$ cat src/rtl/clkmon_pkg.sv
// Shared definitions for the FPUCLK loopback monitor.
// State encoding (visible on STATE) and default timing parameters.
package clkmon_pkg;

  typedef enum logic [2:0] {
    ST_WAIT_LOCK = 3'd0,
    ST_SETTLE    = 3'd1,
    ST_CHECK     = 3'd2,
    ST_RUN       = 3'd3,
    ST_FAULT     = 3'd4
  } state_e;

  localparam int DEF_SETTLE_CYCLES = 1024;
  localparam int DEF_CHECK_CYCLES  = 256;
  localparam int DEF_MAX_ERRORS    = 4;
  localparam int DEF_CW            = 16;

endpackage

$ cat src/rtl/sync2.sv
// Generic N-flop synchroniser with asynchronous active-high reset.
// Ports: clk_i, rst_i, d_i (async input), stg_o (all stages, [0] first).
module sync2 #(
  parameter int N = 2
) (
  input  logic         clk_i,
  input  logic         rst_i,
  input  logic         d_i,
  output logic [N-1:0] stg_o
);

  logic [N-1:0] stg_q;

  always_ff @(posedge clk_i or posedge rst_i) begin
    if (rst_i) stg_q <= '0;
    else       stg_q <= {stg_q[N-2:0], d_i};
  end

  assign stg_o = stg_q;

endmodule

$ cat src/rtl/fpuclk_loopback_monitor.sv
// FSBCLK-domain checker of the looped-back FPUCLK pad; gates SYS_RST.
// Ports: FSBCLK, RST, LOCKED, CPUCLKr, FPUCLK_FB in; SYS_RST, CLK_OK,
// FAULT, PHASE, STATE out.
import clkmon_pkg::*;

module fpuclk_loopback_monitor #(
  parameter int SETTLE_CYCLES = DEF_SETTLE_CYCLES,
  parameter int CHECK_CYCLES  = DEF_CHECK_CYCLES,
  parameter int MAX_ERRORS    = DEF_MAX_ERRORS,
  parameter int CW            = DEF_CW
) (
  input  logic       FSBCLK,
  input  logic       RST,
  input  logic       LOCKED,
  input  logic       CPUCLKr,
  input  logic       FPUCLK_FB,
  output logic       SYS_RST,
  output logic       CLK_OK,
  output logic       FAULT,
  output logic       PHASE,
  output logic [2:0] STATE
);

  localparam logic [CW-1:0] SETTLE_LAST = CW'(SETTLE_CYCLES - 1);
  localparam logic [CW-1:0] CHECK_LAST  = CW'(CHECK_CYCLES - 1);
  localparam logic [CW-1:0] MAX_ERR     = CW'(MAX_ERRORS);

  logic [1:0] lk_stg;
  logic [2:0] fb_stg;
  logic       lk;
  logic       sync_unused;

  sync2 #(.N(2)) u_lk_sync (
    .clk_i (FSBCLK),
    .rst_i (RST),
    .d_i   (LOCKED),
    .stg_o (lk_stg)
  );

  sync2 #(.N(3)) u_fb_sync (
    .clk_i (FSBCLK),
    .rst_i (RST),
    .d_i   (FPUCLK_FB),
    .stg_o (fb_stg)
  );

  assign lk          = lk_stg[1];
  assign sync_unused = lk_stg[0] ^ fb_stg[0];

  logic tgl_q, ph_q;

  // s2^s3 flags a toggle; s2^CPUCLKr is the pad polarity.
  always_ff @(posedge FSBCLK or posedge RST) begin
    if (RST) begin
      tgl_q <= 1'b0;
      ph_q  <= 1'b0;
    end else begin
      tgl_q <= fb_stg[1] ^ fb_stg[2];
      ph_q  <= fb_stg[1] ^ CPUCLKr;
    end
  end

  state_e        state_q, state_d;
  logic [CW-1:0] cnt_q, cnt_d;
  logic [CW-1:0] err_q, err_d;
  logic [CW-1:0] miss_q, miss_d;
  logic          ref_ph_q, ref_ph_d;
  logic          phase_q, phase_d;
  logic          sys_rst_q, sys_rst_d;
  logic          clk_ok_q, clk_ok_d;
  logic          fault_q, fault_d;

  logic          err_cyc;
  logic [CW-1:0] err_sum;
  logic [CW-1:0] miss_sum;

  always_comb begin
    state_d  = state_q;
    cnt_d    = cnt_q;
    err_d    = err_q;
    miss_d   = miss_q;
    ref_ph_d = ref_ph_q;
    phase_d  = phase_q;

    err_cyc  = !tgl_q || (ph_q != ref_ph_q);
    err_sum  = err_q;
    if (err_cyc && err_q < MAX_ERR) err_sum = err_q + 1'b1;
    miss_sum = '0;
    if (!tgl_q) begin
      miss_sum = miss_q;
      if (miss_q < MAX_ERR) miss_sum = miss_q + 1'b1;
    end

    if (!lk) begin
      // Lock loss overrides everything, including FAULT.
      state_d = ST_WAIT_LOCK;
      cnt_d   = '0;
      err_d   = '0;
      miss_d  = '0;
    end else begin
      unique case (state_q)
        ST_WAIT_LOCK: begin
          state_d = ST_SETTLE;
          cnt_d   = '0;
        end
        ST_SETTLE: begin
          if (cnt_q == SETTLE_LAST) begin
            state_d  = ST_CHECK;
            cnt_d    = '0;
            err_d    = '0;
            ref_ph_d = ph_q;
          end else begin
            cnt_d = cnt_q + 1'b1;
          end
        end
        ST_CHECK: begin
          err_d = err_sum;
          if (cnt_q == CHECK_LAST) begin
            cnt_d = '0;
            err_d = '0;
            if (err_sum < MAX_ERR) begin
              state_d = ST_RUN;
              phase_d = ref_ph_q;
              miss_d  = '0;
            end else begin
              state_d = ST_FAULT;
            end
          end else begin
            cnt_d = cnt_q + 1'b1;
          end
        end
        ST_RUN: begin
          miss_d = miss_sum;
          if (miss_sum >= MAX_ERR) begin
            state_d = ST_FAULT;
            miss_d  = '0;
          end
        end
        ST_FAULT: state_d = ST_FAULT;
        default:  state_d = ST_WAIT_LOCK;
      endcase
    end

    // Release only once RUN has been held for a full cycle; reassert
    // on the same edge that leaves RUN.
    sys_rst_d = !(state_q == ST_RUN && state_d == ST_RUN);
    clk_ok_d  = !sys_rst_d;
    fault_d   = (state_d == ST_FAULT);
  end

  always_ff @(posedge FSBCLK or posedge RST) begin
    if (RST) begin
      state_q   <= ST_WAIT_LOCK;
      cnt_q     <= '0;
      err_q     <= '0;
      miss_q    <= '0;
      ref_ph_q  <= 1'b0;
      phase_q   <= 1'b0;
      sys_rst_q <= 1'b1;
      clk_ok_q  <= 1'b0;
      fault_q   <= 1'b0;
    end else begin
      state_q   <= state_d;
      cnt_q     <= cnt_d;
      err_q     <= err_d;
      miss_q    <= miss_d;
      ref_ph_q  <= ref_ph_d;
      phase_q   <= phase_d;
      sys_rst_q <= sys_rst_d;
      clk_ok_q  <= clk_ok_d;
      fault_q   <= fault_d;
    end
  end

  assign SYS_RST = sys_rst_q;
  assign CLK_OK  = clk_ok_q;
  assign FAULT   = fault_q;
  assign PHASE   = phase_q;
  assign STATE   = state_q;

endmodule

$ cat config.mk
export PLATFORM = sky130hd
export DESIGN_NAME = fpuclk_loopback_monitor
export DESIGN_NICKNAME = d
export VERILOG_FILES = /design/src/rtl/clkmon_pkg.sv /design/src/rtl/sync2.sv /design/src/rtl/fpuclk_loopback_monitor.sv
export SDC_FILE = /design/constraint.sdc
export NUM_CORES = 1
export LEC_CHECK = 0
export CAP_MARGIN = 10
export CORE_UTILIZATION = 45
export CTS_BUF_LIST = sky130_fd_sc_hd__clkbuf_4
export DETAILED_ROUTE_END_ITERATION = 10
export GPL_ROUTABILITY_DRIVEN = 0
export HOLD_SLACK_MARGIN = 0.12
export PLACE_DENSITY = 0.74
export SYNTH_ARGS = -nofsm -noshare
export SYNTH_HDL_FRONTEND = slang
export SYNTH_SLANG_ARGS = --single-unit
$ cat constraint.sdc
create_clock -name FSBCLK -period 1.92 [get_ports FSBCLK]
set_input_delay 0.384 -clock FSBCLK [delete_from_list [all_inputs] [get_ports FSBCLK]]
set_output_delay 0.384 -clock FSBCLK [all_outputs]
set_load 0.01 [all_outputs]
==> results.cfg, run 1 <==
[outcome]
status = finished, final reports clean

[drt]
wl_mm = 5.34
vias = 2011
avgRoutedWirePerCell_um = 14.3
dr.pass1.iters = 4
drc_errors = 0
viasPerCell = 5.39
first_iter_violations = 104
ant_nets = 0

[yosys]
synth_area_um2 = 2810
synth.distinct_cells = 46
synth-seq-cells = 63
synth_top_area_share_pct = 55.2
postSynthAreaPerCell_um2 = 11.0
seq_area_frac_synth_pct = 56.1
syn_nets = 264
yosys.area.top_type = dfrtp_1
async_flop_share_pct = 100
synth_area_leaders = dfrtp_1 55%, and2_1 4.4%, nor3b_1 3.7%
synth_top_flop_cell = dfrtp_1
synth-edff-count = 0
synth_commonest_cells = 62 x dfrtp_1, 22 x nand2_1, 22 x nor2_1, 20 x and2_1, 14 x nor3b_1
synth_cells = 256
yosysWarnings = 0
yosysMostFrequentCell = dfrtp_1

[run]
max_cap_violations = 0

[layout]
nets = 301
area_growth_pct = 21.5
drive_above_1_share_pct = 22.1
fin_cells = 373
diodes = 0
post-route-util_pct = 57.0

[sta]
final-max-slew-violation-count = 0
hold_violations = 0
fin_skew_ns = 0.0107
setup_tns_ns = 0
grt_setup_unrepaired = true
tightest_slew_ns = 0.586
fin_crit_sh_pct = 99.7
fin_hold_ws_ns = 0.363
fin_crit_ns = 1.91
fmax_mhz = 523
setup_viol = 0
maxSlewHeadroom_pct = 61.0

[floorplanning]
fp.dieH_um = 81.1
rows = 28
die_w_um = 81.1
die-area_um2 = 6570
core_um2 = 5990
ios = 12
start_util_pct = 47.0

[setup_path]
crit_slowest_cell = dfrtp_1
end_kind = flop
critPathArrivalTime_ns = 2.22
crit_path_frequent_cell = nor4_4
critPathTopFamily = simple AND/OR/NAND/NOR gates
critPathLaunchType = flop
slowest_delay_ns = 0.43
critical_path_class = flop to flop
path_cells = nor4_4 -> nand4_2 -> buf_4 -> nor4_4 -> mux2_1
required_ns = 2.22
cp_max_fo = 4
cp_num_buf_inv = 1

[clocking]
cts_max_path_buffers = 2
clkSlewWorstSetupHoldPaths_ns = 0.11
htree_levels = 3
numCtsBuffers = 9
clk_latency_ns = 0.41
cts.sinks = 63
cts_tree = yes
root_buffer = clkbuf_4

[power_and_ir_drop]
vdd_drop_max_mv = 0.523
swShare_pct = 23.5
power_density_nw_per_um2 = 735
p_leak_nw = 1.52
clockPowerShare_pct = 42.2
finalPower_w = 0.00251
internal_power_w = 0.00192
p_comb_share_pct = 3.9
pwr-share-seq_pct = 53.8
p_sw_w = 0.000590

[grt]
grt_max_degree = 64
grt_pass1_vias = 1977
antenna_found_initial = 0
grt_use_total_pct = 18.7
grt_pass1_wl_mm = 9.05
grt_overflow = 0

[worst_hold_path]
min_path_type = flop to flop

[placed_design]
dpl.hpwl_mm = 3.60
place_inst = 356
io_buffers = 11
cells in the final DEF, fill, tap and decap left out, types with 3 or more instances in the layout:
cell	n
a31oi_1	3
and3_1	3
nor4_1	4
clkbuf_4	9
inv_1	4
nand2b_1	3
xor2_1	3
clkdlybuf4s50_1	11
a32o_1	3
nor4_4	3
o211ai_1	3
nor3_1	11
buf_4	21
and2_4	5
o21ai_0	3
nor4_2	4
a21oi_1	7
dfrtp_1	60
and2_1	15
nor3b_1	14
nand4_1	4
nand3_1	9
xnor2_1	11
nor2_1	21
clkinv_4	3
nand2_1	22
state kept, by name, summed over array words and instances (netlist names):
signal	cells
cnt_q	16
miss_q	16
err_q	16
u_lk_sync.stg_o	2
FAULT	1
CLK_OK	1
u_fb_sync.stg_o	3
SYS_RST	1
ph_q	1
STATE	3
tgl_q	1
PHASE	1
ref_ph_q	1
kinds of logic after synthesis:
group	Yosys count	share of synthesized area, %
and+or+nand+nor	129	26.5
DFF	63	56.1
AOI/OAI and AO/OA	30	8.10
xor gates and xnor gates	14	4.36
buffers and inverters	14	2.40
muxes	3	1.20
adders and majority gates	3	1.33
area by class of cell:
class                   count  area, µm²
fillers                   480       2570
inverters                   6       26.3
clock inverters             7        104
flip-flops and latches     63       1580
clock buffers               9       67.6
well taps                  75       93.8
multi-input cells         179       1240
repair buffers             34        308
power groups by stage:
stage          Sequential, W  Combinational, W  Clock [W]
2_1_floorplan        0.00137         0.0000592          0
3_3_place_gp         0.00138         0.0000959          0
3_5_place_dp         0.00138         0.0000980          0
4_1_cts              0.00135          0.000101    0.00109
5_1_grt              0.00135          0.000112    0.00115
6_report             0.00135         0.0000990    0.00106
worst reg2reg max path, delay by kind of cell (launching register included):
family        cells  cell delay (ns)
flops             1             0.43
buf+inv           1             0.20
simple gates      3             0.82
mux               1             0.36
what timing repair did:
| action | in CTS | in global routing |
|---|---|---|
| hold endpoints to repair | 0 | 0 |
| setup endpoints to repair | 3 | 44 |
| resized for setup | 4 | 12 |
| buffers inserted | 1 | 0 |
| hold buffers | 0 | 0 |
| pin swaps | 0 | 6 |
metrics by stage:
stage	setup slack, ns	instance area [µm²]
finish	0.00613	3420
floorplan	0.0981	2820
detailed placement	-0.0720	3170
global route	-0.0771	3420
global placement	-0.0651	3170
CTS	0.00355	3360
worst paths after layout:
check                                               end                          from  depth (start not counted)  slack (ns)
max                                   PHASE$_DFFE_PP0P_         err_q[11]$_DFFE_PP0P_                          5       0.006
max in group asynchronous             SYS_RST$_DFF_PP1_                           RST                          3        1.24
min in group asynchronous          cnt_q[6]$_DFFE_PP0P_                           RST                          3        0.39
min                        u_lk_sync.stg_o[1]$_DFF_PP0_  u_lk_sync.stg_o[0]$_DFF_PP0_                          0        0.36
min reg2reg                u_lk_sync.stg_o[1]$_DFF_PP0_  u_lk_sync.stg_o[0]$_DFF_PP0_                          0        0.36
max reg2reg                           PHASE$_DFFE_PP0P_         err_q[11]$_DFFE_PP0P_                          5       0.006
per-layer routing:
| layer | part of all wire (%) | track usage, % | routed length, µm |
|---|---|---|---|
| met3 | 3.5 | 5.96 | 186 |
| met4 | 1.4 | 8.04 | 73 |
| met2 | 49 | 30.3 | 2620 |
| met5 | 0 | 0 | 0 |
| met1 | 46 | 22.9 | 2460 |
Note: power is estimated with default switching activity, not from simulation.
==> run 2, diff against run 1 <==
--- a/config.mk
+++ b/config.mk
@@ -11,7 +11,7 @@
 export DETAILED_ROUTE_END_ITERATION = 10
 export GPL_ROUTABILITY_DRIVEN = 0
 export HOLD_SLACK_MARGIN = 0.12
-export PLACE_DENSITY = 0.74
+export PLACE_DENSITY_LB_ADDON = 0.25
 export SYNTH_ARGS = -nofsm -noshare
 export SYNTH_HDL_FRONTEND = slang
 export SYNTH_SLANG_ARGS = --single-unit
==> results.cfg, run 2 (same netlist as run 1, synthesis figures left out) <==
[setup_path]
crit_start = err_q[4]$_DFFE_PP0P_
path_cells = nor4_4 -> nand4_2 -> o41ai_4 -> a21oi_2 -> buf_12 -> and2_1
slowest_delay_ns = 0.42
ff2ff_path_depth = 6
cp_max_fo = 14
critPathTopFamily = simple AND/OR/NAND/NOR gates
regToRegStartpoint = err_q[4]$_DFFE_PP0P_
critical_path_class = flop to flop
crit_end = miss_q[13]$_DFFE_PP0P_
ff2ff_setup_slack_ns = 0.05
end_kind = flop
required_ns = 2.22
critPathArrivalTime_ns = 2.17
cp_num_buf_inv = 1
r2r-end = miss_q[13]$_DFFE_PP0P_
critPathLaunchType = flop
crit_cells = 6
crit_slowest_cell = dfrtp_1

[power_and_ir_drop]
pwr-share-seq_pct = 51.9
swShare_pct = 21.2
power_density_nw_per_um2 = 743
clockPowerShare_pct = 44.1
vdd_drop_max_mv = 0.496
p_leak_nw = 1.57
p_sw_w = 0.000553
p_comb_share_pct = 4.1
internal_power_w = 0.00205

[drt]
ant_nets = 0
viasPerCell = 5.27
drc_errors = 0
vias = 1997
avgRoutedWirePerCell_um = 14.2
first_iter_violations = 146
dr.pass1.iters = 4
wl_mm = 5.38

[placed_design]
dpl_cell_area_um2 = 3220
dpl.hpwl_mm = 3.74
io_buffers = 11
place_ws_ns = -0.0192

[clocking]
cts_max_path_buffers = 2
cts.sinks = 63
htree_levels = 3
clkSlewWorstSetupHoldPaths_ns = 0.10
numCtsBuffers = 9
cts_hold_buf = 0
clk_latency_ns = 0.41
cts_tree = yes
cts_setup_buffers = 0
root_buffer = clkbuf_4

[layout]
reg_top3 = cnt_q (16), err_q (16), miss_q (16)
nets = 307
multi_input_area_um2 = 1250
final_cell_mix = 61 x dfrtp_1, 25 x buf_4, 22 x nor2_1, 22 x nand2_1, 19 x and2_1
nFillCells = 498
final_common_cell = dfrtp_1
stdcell_area_um2 = 3500
area_growth_pct = 24.6
diodes = 0
drive_above_1_share_pct = 22.4
seq_area_um2 = 1580

[sta]
fmax_mhz = 534
grt_setup_unrepaired = true
fin_hold_ws_ns = 0.361
hold_violations = 0
worst_slack_ns = 0.0456
maxSlewHeadroom_pct = 68.4
fin_skew_ns = 0.00827
final-max-slew-violation-count = 0
setup_viol = 0
setup_tns_ns = 0
fin_crit_sh_pct = 97.6
tightest_slew_ns = 0.470
fin_crit_ns = 1.87

[floorplanning]
die_w_um = 81.1
rows = 28
ios = 12
start_util_pct = 47.0
fp.dieH_um = 81.1
die-area_um2 = 6570
core_um2 = 5990

[worst_hold_path]
min_path_type = flop to flop

[grt]
grt_pass1_wl_mm = 9.11
grt_overflow = 0
grt_max_degree = 64
grt_use_total_pct = 18.9
antenna_found_initial = 0
grt_pass1_vias = 1902

[outcome]
status = finished, final reports clean

[run]
max_cap_violations = 0
run 2: changes by cell type in the layout (fill, tap and decap cells not counted), sizes merged:
cell      before  now
bufinv         2    3
clkinvlp       1    3
inv            6    4
clkbuf         9   10
buf           23   29
clkinv         4    2
run 2: metrics by stage:
step	util, %	std cells	total power (W)
final	58.5	379	0.00260
after global routing	58.5	379	0.00271
after CTS	57.0	378	0.00263
after detailed placement	53.8	362	0.00148
after global placement	53.8	362	0.00148
after floorplan	-	256	0.00143
run 2: final cells by class:
type                            count  area share [%]
Timing Repair Buffer               40            10.5
Clock buffer                       10            2.14
Sequential cell                    63            45.1
Inverter                            6           0.750
Tap cell                           75            2.68
Clock inverter                      6            3.11
Multi-Input combinational cell    179            35.7
run 2: what timing repair did:
item | 4_1_cts | 5_1_grt
gates cloned | 0 | 1
pin swaps | 0 | 5
gates resized for setup | 2 | 14
setup endpoints to repair | 18 | 44
run 2: worst min-delay path by stage:
stage | slack (ns) | end | startpoint | cells after the start
detailed placement | 0.34 | u_lk_sync.stg_o[1]$_DFF_PP0_ | u_lk_sync.stg_o[0]$_DFF_PP0_ | 0
floorplan | 0.33 | u_fb_sync.stg_o[1]$_DFF_PP0_ | u_fb_sync.stg_o[0]$_DFF_PP0_ | 0
finish | 0.36 | u_lk_sync.stg_o[1]$_DFF_PP0_ | u_lk_sync.stg_o[0]$_DFF_PP0_ | 0
global route | 0.38 | u_fb_sync.stg_o[0]$_DFF_PP0_ | FPUCLK_FB | 1
global placement | 0.33 | u_lk_sync.stg_o[1]$_DFF_PP0_ | u_lk_sync.stg_o[0]$_DFF_PP0_ | 0
CTS | 0.37 | u_lk_sync.stg_o[1]$_DFF_PP0_ | u_lk_sync.stg_o[0]$_DFF_PP0_ | 0
run 2: metal layers:
layer / GRT usage [%] / routed length [µm] / vias to the layer above
li1: - / - / 993
met1: 25.3 / 2620 / 962
met2: 29.0 / 2480 / 32
met3: 4.16 / 166 / 10
met4: 9.64 / 115 / 0
met5: 0 / 0 / -
run 2: power by group through the flow:
stage	Combinational [W]	Clock, W	Sequential [W]
floorplan	0.0000592	0	0.00137
global placement	0.000102	0	0.00138
detailed placement	0.000103	0	0.00138
CTS	0.000103	0.00118	0.00135
global route	0.000120	0.00124	0.00135
finish	0.000107	0.00115	0.00135
